### src/rtl/writeback_queue.sv
// Register-file write-back FIFO with a pending-write scoreboard for RAW hazard detection.
// Define WBQ_FORWARD_EN to return the youngest matching queued value on rs/rt_fwd_data.
module writeback_queue #(
    parameter int DEPTH  = 4,
    parameter int ADDR_W = 5,
    parameter int DATA_W = 32
) (
    input  logic                     clk,
    input  logic                     rst,
    input  logic                     flush,
    input  logic                     in_valid,
    output logic                     in_ready,
    input  logic [ADDR_W-1:0]        in_dest,
    input  logic [DATA_W-1:0]        in_data,
    input  logic                     wb_stall,
    output logic                     regWrite,
    output logic [ADDR_W-1:0]        addrDestination,
    output logic [DATA_W-1:0]        writeData,
    input  logic [ADDR_W-1:0]        rs_addr,
    input  logic [ADDR_W-1:0]        rt_addr,
    output logic                     rs_busy,
    output logic                     rt_busy,
    output logic [DATA_W-1:0]        rs_fwd_data,
    output logic [DATA_W-1:0]        rt_fwd_data,
    output logic [$clog2(DEPTH):0]   count
);

    localparam int PW = $clog2(DEPTH);
    localparam int CW = PW + 1;
    localparam logic [CW-1:0] FULL = CW'(DEPTH);

    logic [DEPTH-1:0][ADDR_W-1:0] ent_dest;
    logic [DEPTH-1:0][DATA_W-1:0] ent_data;
    logic [DEPTH-1:0]             ent_vld;
    logic [PW-1:0]                wr_ptr, rd_ptr;
    logic                         empty, accept, enq, pop;
    logic [DEPTH-1:0]             rs_hit, rt_hit;

    assign empty    = (count == '0);
    assign in_ready = (count != FULL);
    assign accept   = in_valid && in_ready && !flush;
    // Writes to r0 complete the handshake but are never queued.
    assign enq      = accept && (in_dest != '0);
    assign regWrite = !empty && !wb_stall && !flush;
    assign pop      = regWrite;

    assign addrDestination = empty ? '0 : ent_dest[rd_ptr];
    assign writeData       = empty ? '0 : ent_data[rd_ptr];

    always_ff @(posedge clk or negedge rst) begin
        if (!rst) begin
            wr_ptr  <= '0;
            rd_ptr  <= '0;
            count   <= '0;
            ent_vld <= '0;
        end else if (flush) begin
            wr_ptr  <= '0;
            rd_ptr  <= '0;
            count   <= '0;
            ent_vld <= '0;
        end else begin
            // enq and pop never target the same slot: that needs empty or full,
            // where pop or enq respectively is blocked.
            if (enq) begin
                ent_vld[wr_ptr] <= 1'b1;
                wr_ptr          <= wr_ptr + 1'b1;
            end
            if (pop) begin
                ent_vld[rd_ptr] <= 1'b0;
                rd_ptr          <= rd_ptr + 1'b1;
            end
            unique case ({enq, pop})
                2'b10:   count <= count + 1'b1;
                2'b01:   count <= count - 1'b1;
                default: count <= count;
            endcase
        end
    end

    always_ff @(posedge clk) begin
        if (enq) begin
            ent_dest[wr_ptr] <= in_dest;
            ent_data[wr_ptr] <= in_data;
        end
    end

    always_comb begin
        rs_hit = '0;
        rt_hit = '0;
        for (int i = 0; i < DEPTH; i++) begin
            rs_hit[i] = ent_vld[i] && (ent_dest[i] == rs_addr);
            rt_hit[i] = ent_vld[i] && (ent_dest[i] == rt_addr);
        end
    end

    assign rs_busy = (|rs_hit) && (rs_addr != '0);
    assign rt_busy = (|rt_hit) && (rt_addr != '0);

`ifdef WBQ_FORWARD_EN
    // Walk oldest to youngest so the last match (youngest) wins.
    function automatic logic [DATA_W-1:0] youngest(input logic [DEPTH-1:0] hit);
        logic [PW-1:0] idx;
        youngest = '0;
        for (int k = 0; k < DEPTH; k++) begin
            idx = rd_ptr + PW'(k);
            if (hit[idx]) youngest = ent_data[idx];
        end
    endfunction

    assign rs_fwd_data = rs_busy ? youngest(rs_hit) : '0;
    assign rt_fwd_data = rt_busy ? youngest(rt_hit) : '0;
`else
    assign rs_fwd_data = '0;
    assign rt_fwd_data = '0;
`endif

    a_no_overflow: assert property (@(posedge clk) disable iff (!rst)
        !(enq && !pop && (count == FULL)));
    a_no_underflow: assert property (@(posedge clk) disable iff (!rst)
        !(pop && !enq && (count == '0)));

endmodule

### config.mk
export PLATFORM = sky130hd
export DESIGN_NAME = writeback_queue
export DESIGN_NICKNAME = d
export VERILOG_FILES = /design/src/rtl/writeback_queue.sv
export SDC_FILE = /design/constraint.sdc
export NUM_CORES = 1
export LEC_CHECK = 0
export CORE_UTILIZATION = 46
export DETAILED_ROUTE_END_ITERATION = 12
export PLACE_DENSITY_LB_ADDON = 0.12
export REMOVE_ABC_BUFFERS = 1
export SLEW_MARGIN = 20
export SYNTH_ARGS = -nofsm -noshare
export SYNTH_HDL_FRONTEND = slang
export SYNTH_SLANG_ARGS = --single-unit
### constraint.sdc
create_clock -name clk -period 2.7 [get_ports clk]
set_input_delay 0.27 -clock clk [delete_from_list [all_inputs] [get_ports clk]]
set_output_delay 0.27 -clock clk [all_outputs]
set_load 0.01 [all_outputs]
==> results.rst, run 1 <==
.. list-table::
   :header-rows: 1

   * - Metric
     - Value
   * - Outcome
     - completed
   * - Final-layout fill cell count
     - 1164
   * - Remaining DRCs
     - 0
   * - Proportion of synthesized flip-flops having asynchronous set or reset
     - 0.0692
   * - Number of buffers on the longest clock path
     - 2
   * - Chain of cells forming the critical path
     - buf_12 -> mux4_2 -> nor2b_1 -> clkdlybuf4s50_1
   * - Worst path max stage delay
     - 540 ps
   * - Clock latency on the worst-skew pair
     - 420 ps
   * - # port buffers
     - 95
   * - Global-route track usage on met3
     - 0.0452
   * - Htree depth
     - 4
   * - DR vias/cell
     - 4.95
   * - Global routing's busiest layer
     - met2
   * - Routability congestion estimate
     - 0.877
   * - Most area-consuming cells after synthesis
     - edfxtp_1 (62%), mux4_2 (12%), buf_4 (6.6%), xor2_1 (4.0%), dfrtp_1 (3.8%)
   * - Synth cell types
     - 33
   * - Clock root buffer
     - clkbuf_16
   * - Final ANT Viol Nets
     - 0
   * - DRT iter0 DRCs
     - 190
   * - Total of flip-flops plus latches after synthesis
     - 159
   * - Number of nets in the layout
     - 604
   * - TritonCTS Buffers
     - 17
   * - Crit path DAT
     - 2270 ps
   * - Global-route total usage across every layer
     - 0.180
   * - Setup Viol. Count Final
     - 0
   * - Placed wire-length estimate after detailed placement
     - 9.06 mm
   * - Clock-pin slew reported for the worst setup and hold paths after clock tree synthesis
     - 60 ps
   * - Largest fanout on the critical path
     - 22
   * - Post-route cell area
     - 0.00897 mm^2
   * - Static Leak
     - 3.07 nW
   * - Clock tree from TritonCTS
     - yes
   * - Max-Cap Viols
     - 0
   * - Placeable core area
     - 0.0153 mm^2
   * - Commonest cells in the synthesized netlist
     - edfxtp_1 (148), buf_4 (64), nor2b_1 (38)
   * - Tcrit/Tclk final
     - 0.942
   * - Startpoint type of the worst setup path
     - flop
   * - Final worst clock skew
     - 10.2 ps
   * - Number of iterations in the first detailed-routing pass
     - 4
   * - Warning count from the yosys run
     - 0
   * - Largest net degree at the start of global routing
     - 41
   * - Post-CTS sizing
     - 0
   * - Fraction of layout instances using a drive strength above 1
     - 0.171
   * - Setup bufs post-CTS
     - 0
   * - Post-Route WL
     - 13.6 mm
   * - Number of hold-slack violations in the final timing report
     - 0
   * - Share of Yosys cell area claimed by the top area cell type
     - 0.615
   * - Remaining Overflow, GRT
     - 0
   * - Cell area reported after detailed placement
     - 0.00836 mm^2
   * - Least-Margin Pin Slew
     - 548 ps
   * - Antenna violations before repair
     - 0
   * - Antenna Diode Count
     - 0
   * - Effective utilization at floorplan
     - 0.474
   * - Number of synthesized flops with an enable pin
     - 148
   * - Cell taking the most area after synthesis
     - edfxtp_1
   * - Cells after synthesis
     - 436
   * - Overall die width
     - 127 um
   * - Capturing element type of the critical path
     - primary output
   * - Number of hold-repair buffers added at the cts stage
     - 0
   * - Final critical-path required period
     - 2540 ps
   * - Multi-input combinational cell area
     - 0.00216 mm^2
   * - Final slew viol count
     - 0
   * - Via count of the first global-routing pass
     - 3879
   * - Main flop type after synthesis
     - edfxtp_1
   * - Worst vdd ir
     - 0.560 mV
   * - Via count
     - 3795
   * - Post-DR wirelength/cell
     - 17.7 um
   * - Die area
     - 0.0162 mm^2
   * - Average footprint of a synthesized cell
     - 16.6 um^2
   * - Most numerous cell in the Yosys netlist
     - edfxtp_1
   * - Reg area
     - 0.00472 mm^2
   * - Wire length of the first global-routing pass
     - 21.2 mm
   * - GR Layer Usage met2
     - 0.302
   * - Max-slew headroom at the worst pin
     - 0.634
   * - Cell row count
     - 45
   * - Vertical die dimension
     - 127 um
   * - WHS
     - 202 ps
   * - Area added between synthesis and finish
     - 24.2%
   * - Sequential area share after synthesis
     - 0.653
   * - Number of primary I/O pins
     - 160
   * - Netlist area before placement
     - 0.00723 mm^2
   * - Post-layout total power
     - 0.00787 W
   * - Required time of the worst setup path
     - 2430 ps
   * - Hold crit path type
     - in -> async
   * - Total power density per cell area
     - 878 mW/mm^2
   * - RSZ-0062 raised after global routing
     - false
   * - Clock Sink Count
     - 159
   * - Maximum operating frequency
     - 393 MHz
   * - Met1 GRT Util
     - 0.225
   * - Worst-path cell with the longest stage delay
     - clkdlybuf4s50_1
   * - Category of the critical setup timing path
     - reg -> out
-- path summary, 6_finish.rpt --
kind                             start             to  slack [ps]  cells past startpoint
max                          rd_ptr[0]  writeData[29]         160                      4
min                                rst       count[1]         200                      1
max reg2reg                   count[2]       count[2]         360                      7
min reg2reg                  wr_ptr[0]      wr_ptr[0]         560                      1
max in group asynchronous          rst      rd_ptr[1]        2100                      1
min in group clk           in_data[30]  ent_data[126]         480                      1
-- critical path, delay by kind of cell (launching register included) --
kind,cells,cell delay (ps)
buffers and inverters,2,770
and+or+nand+nor,1,160
muxes,1,510
DFF,1,410
-- per-stage QoR --
step                setup slack (ps)  cells  utilization  TNS (ps)
detailed placement              21.4    735        0.548         0
global route                    12.2    767        0.588         0
finish                           157    767        0.588         0
CTS                              120    767        0.588         0
global placement                18.5    735        0.548         0
floorplan                      -1730    411            -    -23080
-- registers in the layout, summed over array words and instances, names as in the netlist --
signal	count
ent_dest	20
wr_ptr	2
ent_data	128
ent_vld	4
count	3
rd_ptr	2
-- final cells by class --
cell class	instances	area share
Clock inverter	14	0.0201
Sequential cell	159	0.526
Multi-Input combinational cell	247	0.241
Timing Repair Buffer	113	0.134
Tap cell	211	0.0294
Inverter	5	0.00209
Clock buffer	18	0.0478
-- report_power, final --
group	internal [W]	switching (W)
Clock	0.00147	0.000968
Combinational	0.00132	0.00113
Sequential	0.00288	0.000101
-- kinds of logic (layout without fill, tap and decap cells) --
logic type / count (synthesis) / in the layout / share of synthesized area
flops: 159 / 159 / 0.653
simple gates: 80 / 80 / 0.0648
fa+ha+maj: 9 / 9 / 0.0166
buf+inv: 93 / 150 / 0.0823
other cells: 1 / 64 / 0.000519
compound gates: 12 / 12 / 0.0125
xor+xnor: 43 / 43 / 0.0521
mux: 39 / 39 / 0.118
-- layer usage --
metal  up-vias  wire (um)  share of wire
met3        20        658          0.048
met4         0        218          0.016
met5         -          0              0
met1      1916       5880           0.43
met2       155       6830           0.50
li1       1704          -              -
-- layout by cell type (no fill, tap or decap), types with 4 or more instances in the layout --
cell / count
a211oi_1: 4
and2_2: 4
buf_12: 9
buf_4: 9
clkbuf_16: 17
clkdlybuf4s50_1: 95
clkinv_4: 4
conb_1: 64
dfrtp_1: 9
edfxtp_1: 148
ha_1: 8
inv_1: 5
mux4_2: 37
nand3_1: 9
nor2_1: 8
nor2b_1: 38
nor4_1: 8
or4_1: 4
xnor2_1: 10
xor2_1: 33
Note: power is estimated with default switching activity, not from simulation.
==> run 2, diff against run 1 <==
--- a/config.mk
+++ b/config.mk
@@ -5,6 +5,7 @@
 export SDC_FILE = /design/constraint.sdc
 export NUM_CORES = 1
 export LEC_CHECK = 0
+export CAP_MARGIN = 20
 export CORE_UTILIZATION = 46
 export DETAILED_ROUTE_END_ITERATION = 12
 export PLACE_DENSITY_LB_ADDON = 0.12
==> results of run 2 <==
Same layout as run 1: the final DEF is identical, and so are final timing and power.
==> run 3, diff against run 2 <==
--- a/config.mk
+++ b/config.mk
@@ -6,6 +6,7 @@
 export NUM_CORES = 1
 export LEC_CHECK = 0
 export CAP_MARGIN = 20
+export CORE_MARGIN = 3
 export CORE_UTILIZATION = 46
 export DETAILED_ROUTE_END_ITERATION = 12
 export PLACE_DENSITY_LB_ADDON = 0.12
==> results.rst, run 3 (synthesis results as in run 1) <==
.. list-table::
   :header-rows: 1

   * - Metric
     - Value
   * - Outcome
     - completed
   * - Worst Slack Setup Final
     - 23.2 ps (-133 ps)
   * - Final worst clock skew
     - 5.61 ps (-4.60 ps)
   * - Final ANT Viol Nets
     - 0 (unchanged)
   * - Final critical-path required period
     - 2680 ps (+133 ps)
   * - Number of hold-slack violations in the final timing report
     - 0 (unchanged)
   * - Clock latency on the worst-skew pair
     - 420 ps (about the same)
   * - Effective utilization at floorplan
     - 0.474 (unchanged)
   * - Worst vdd ir
     - 0.587 mV (+4.8%)
   * - Top library cells by usage in the layout, fill and taps aside
     - edfxtp_1 (148), clkdlybuf4s50_1 (95), conb_1 (64), nor2b_1 (38), mux4_2 (37)
   * - Clock Sink Count
     - 159 (unchanged)
   * - Final slew viol count
     - 0 (unchanged)
   * - RSZ-0062 raised after global routing
     - false
   * - GR Layer Usage met2
     - 0.287 (-0.0147)
   * - Area added between synthesis and finish
     - 24.0%
   * - Antenna Diode Count
     - 0 (unchanged)
   * - Htree depth
     - 4 (unchanged)
   * - # port buffers
     - 95 (unchanged)
   * - Crit path DAT
     - 2410 ps (+140 ps)
   * - Final core utilization
     - 0.587 (-0.000902)
   * - Static Leak
     - 3.05 nW (-0.59%)
   * - Largest registers
     - ent_data (128), ent_dest (20), ent_vld (4)
   * - Cell row count
     - 45 (unchanged)
   * - Global-route track usage on met3
     - 0.0475 (+0.00225)
   * - Placeable core area
     - 0.0153 mm^2 (unchanged)
   * - Remaining Overflow, GRT
     - 0 (unchanged)
   * - Final-layout fill cell count
     - 1200 (+3.1%)
   * - Post-Route WL
     - 13.9 mm (+1.9%)
   * - Clock tree from TritonCTS
     - yes
   * - Setup Viol. Count Final
     - 0 (unchanged)
   * - Total power density per cell area
     - 867 mW/mm^2 (-1.2%)
   * - Clock-pin slew reported for the worst setup and hold paths after clock tree synthesis
     - 60 ps (about the same)
   * - Global routing's busiest layer
     - met2
   * - Placed wire-length estimate after detailed placement
     - 9.33 mm (+3.0%)
   * - Die area
     - 0.0172 mm^2 (+6.4%)
   * - Number of hold-repair buffers added at the cts stage
     - 0 (unchanged)
   * - Required time of the worst setup path
     - 2430 ps (about the same)
   * - Category of the critical setup timing path
     - in -> out
   * - Post-placement worst setup slack
     - 39.4 ps (+18.0 ps)
   * - TritonCTS Buffers
     - 17 (unchanged)
   * - Least-Margin Pin Slew
     - 571 ps (+23.7 ps)
   * - Maximum operating frequency
     - 374 MHz (-5.0%)
   * - Wire length of the first global-routing pass
     - 22.3 mm (+5.5%)
   * - Max-slew headroom at the worst pin
     - 0.618 (-0.0161)
   * - Max-Cap Viols
     - 0 (unchanged)
   * - Met1 GRT Util
     - 0.201 (-0.0238)
   * - Vertical die dimension
     - 131 um (+3.1%)
   * - Fraction of layout instances using a drive strength above 1
     - 0.169 (-0.00210)
   * - Hold crit path type
     - in -> async
   * - Routability congestion estimate
     - 0.871 (-0.64%)
   * - Startpoint type of the worst setup path
     - primary input
   * - Most frequent standard cell in the layout excluding fill and tap cells
     - edfxtp_1
   * - WHS
     - 207 ps (+4.49 ps)
   * - DRT iter0 DRCs
     - 150 (-21%)
   * - Antenna violations before repair
     - 0 (unchanged)
   * - Cell area reported after detailed placement
     - 0.00836 mm^2 (about the same)
   * - Overall die width
     - 131 um (+3.1%)
   * - Number of primary I/O pins
     - 160 (unchanged)
   * - Flip-flop count of the largest register, all copies and words added
     - 128 (unchanged)
   * - Global-route total usage across every layer
     - 0.168 (-0.0122)
   * - Via count of the first global-routing pass
     - 4084 (+5.3%)
   * - Number of buffers on the longest clock path
     - 2 (unchanged)
   * - Remaining DRCs
     - 0 (unchanged)
   * - Capturing element type of the critical path
     - primary output
   * - Post-route cell area
     - 0.00896 mm^2 (-0.15%)
   * - Number of iterations in the first detailed-routing pass
     - 4 (unchanged)
   * - Post-DR wirelength/cell
     - 18.0 um (+1.8%)
   * - Tcrit/Tclk final
     - 0.991 (+0.0494)
   * - Clock root buffer
     - clkbuf_16
   * - Largest net degree at the start of global routing
     - 41 (unchanged)
   * - Number of nets in the layout
     - 605 (+0.17%)
   * - DR vias/cell
     - 4.93 (-0.34%)
   * - Largest fanout on the critical path
     - 5 (-77%)
   * - Via count
     - 3787 (-0.21%)
   * - Setup TNS
     - 0 ps (unchanged)
   * - Register name with the most flops
     - ent_data
## run 3: final cells by class
class	instances	area, um^2	share of cell area
Sequential cell	159	4720	0.527
Multi-Input combinational cell	247	2160	0.241
Timing Repair Buffer	114	1200	0.134
Clock buffer	17	425	0.0475
Tap cell	211	264	0.0295
Clock inverter	15	171	0.0191
Inverter	5	18.8	0.00210
## run 3: critical path, stage by stage
cell and delay (ps):
clkdlybuf4s50_1 680, xor2_1 160, nor4_1 370, nand3_1 130
nand4_1 130, o21a_1 130, clkdlybuf4s50_1 530
## run 3: worst paths after layout
| check | from | to | slack [ps] | cells past startpoint |
|---|---|---|---|---|
| setup / recovery | rs_addr[1] | rs_busy | 20 | 7 |
| hold / removal | rst | ent_vld[0] | 210 | 1 |
| setup reg to reg | count[2] | count[2] | 390 | 7 |
| hold reg to reg | wr_ptr[0] | wr_ptr[0] | 560 | 1 |
| max in group asynchronous | rst | rd_ptr[1] | 2110 | 1 |
| min in group clk | in_data[3] | ent_data[35] | 480 | 1 |
## run 3: stage by stage
| step | total power, W | instances |
|---|---|---|
| after global placement | 0.00549 | 736 |
| after CTS | 0.00789 | 768 |
| after global routing | 0.00815 | 768 |
| after floorplan | 0.00431 | 411 |
| final | 0.00777 | 768 |
| after detailed placement | 0.00550 | 736 |
## run 3: metal layers
layer	share of wire	routed length (um)
met3	0.068	940
met1	0.40	5470
met5	0	0
met2	0.52	7200
met4	0.017	238
## run 3: report_power, final
group	internal (W)	leakage (nW)	switching (W)	total, W
registers	0.00288	1.49	0.000100	0.00298
logic	0.00131	1.28	0.00112	0.00243
clock network	0.00144	0.278	0.000913	0.00236
total	0.00563	3.05	0.00213	0.00777
## run 3: repair_timing
action,4_1_cts,5_1_grt
endpoints found under the setup margin,0,1
buffers inserted,0,0
gates resized for setup,0,1
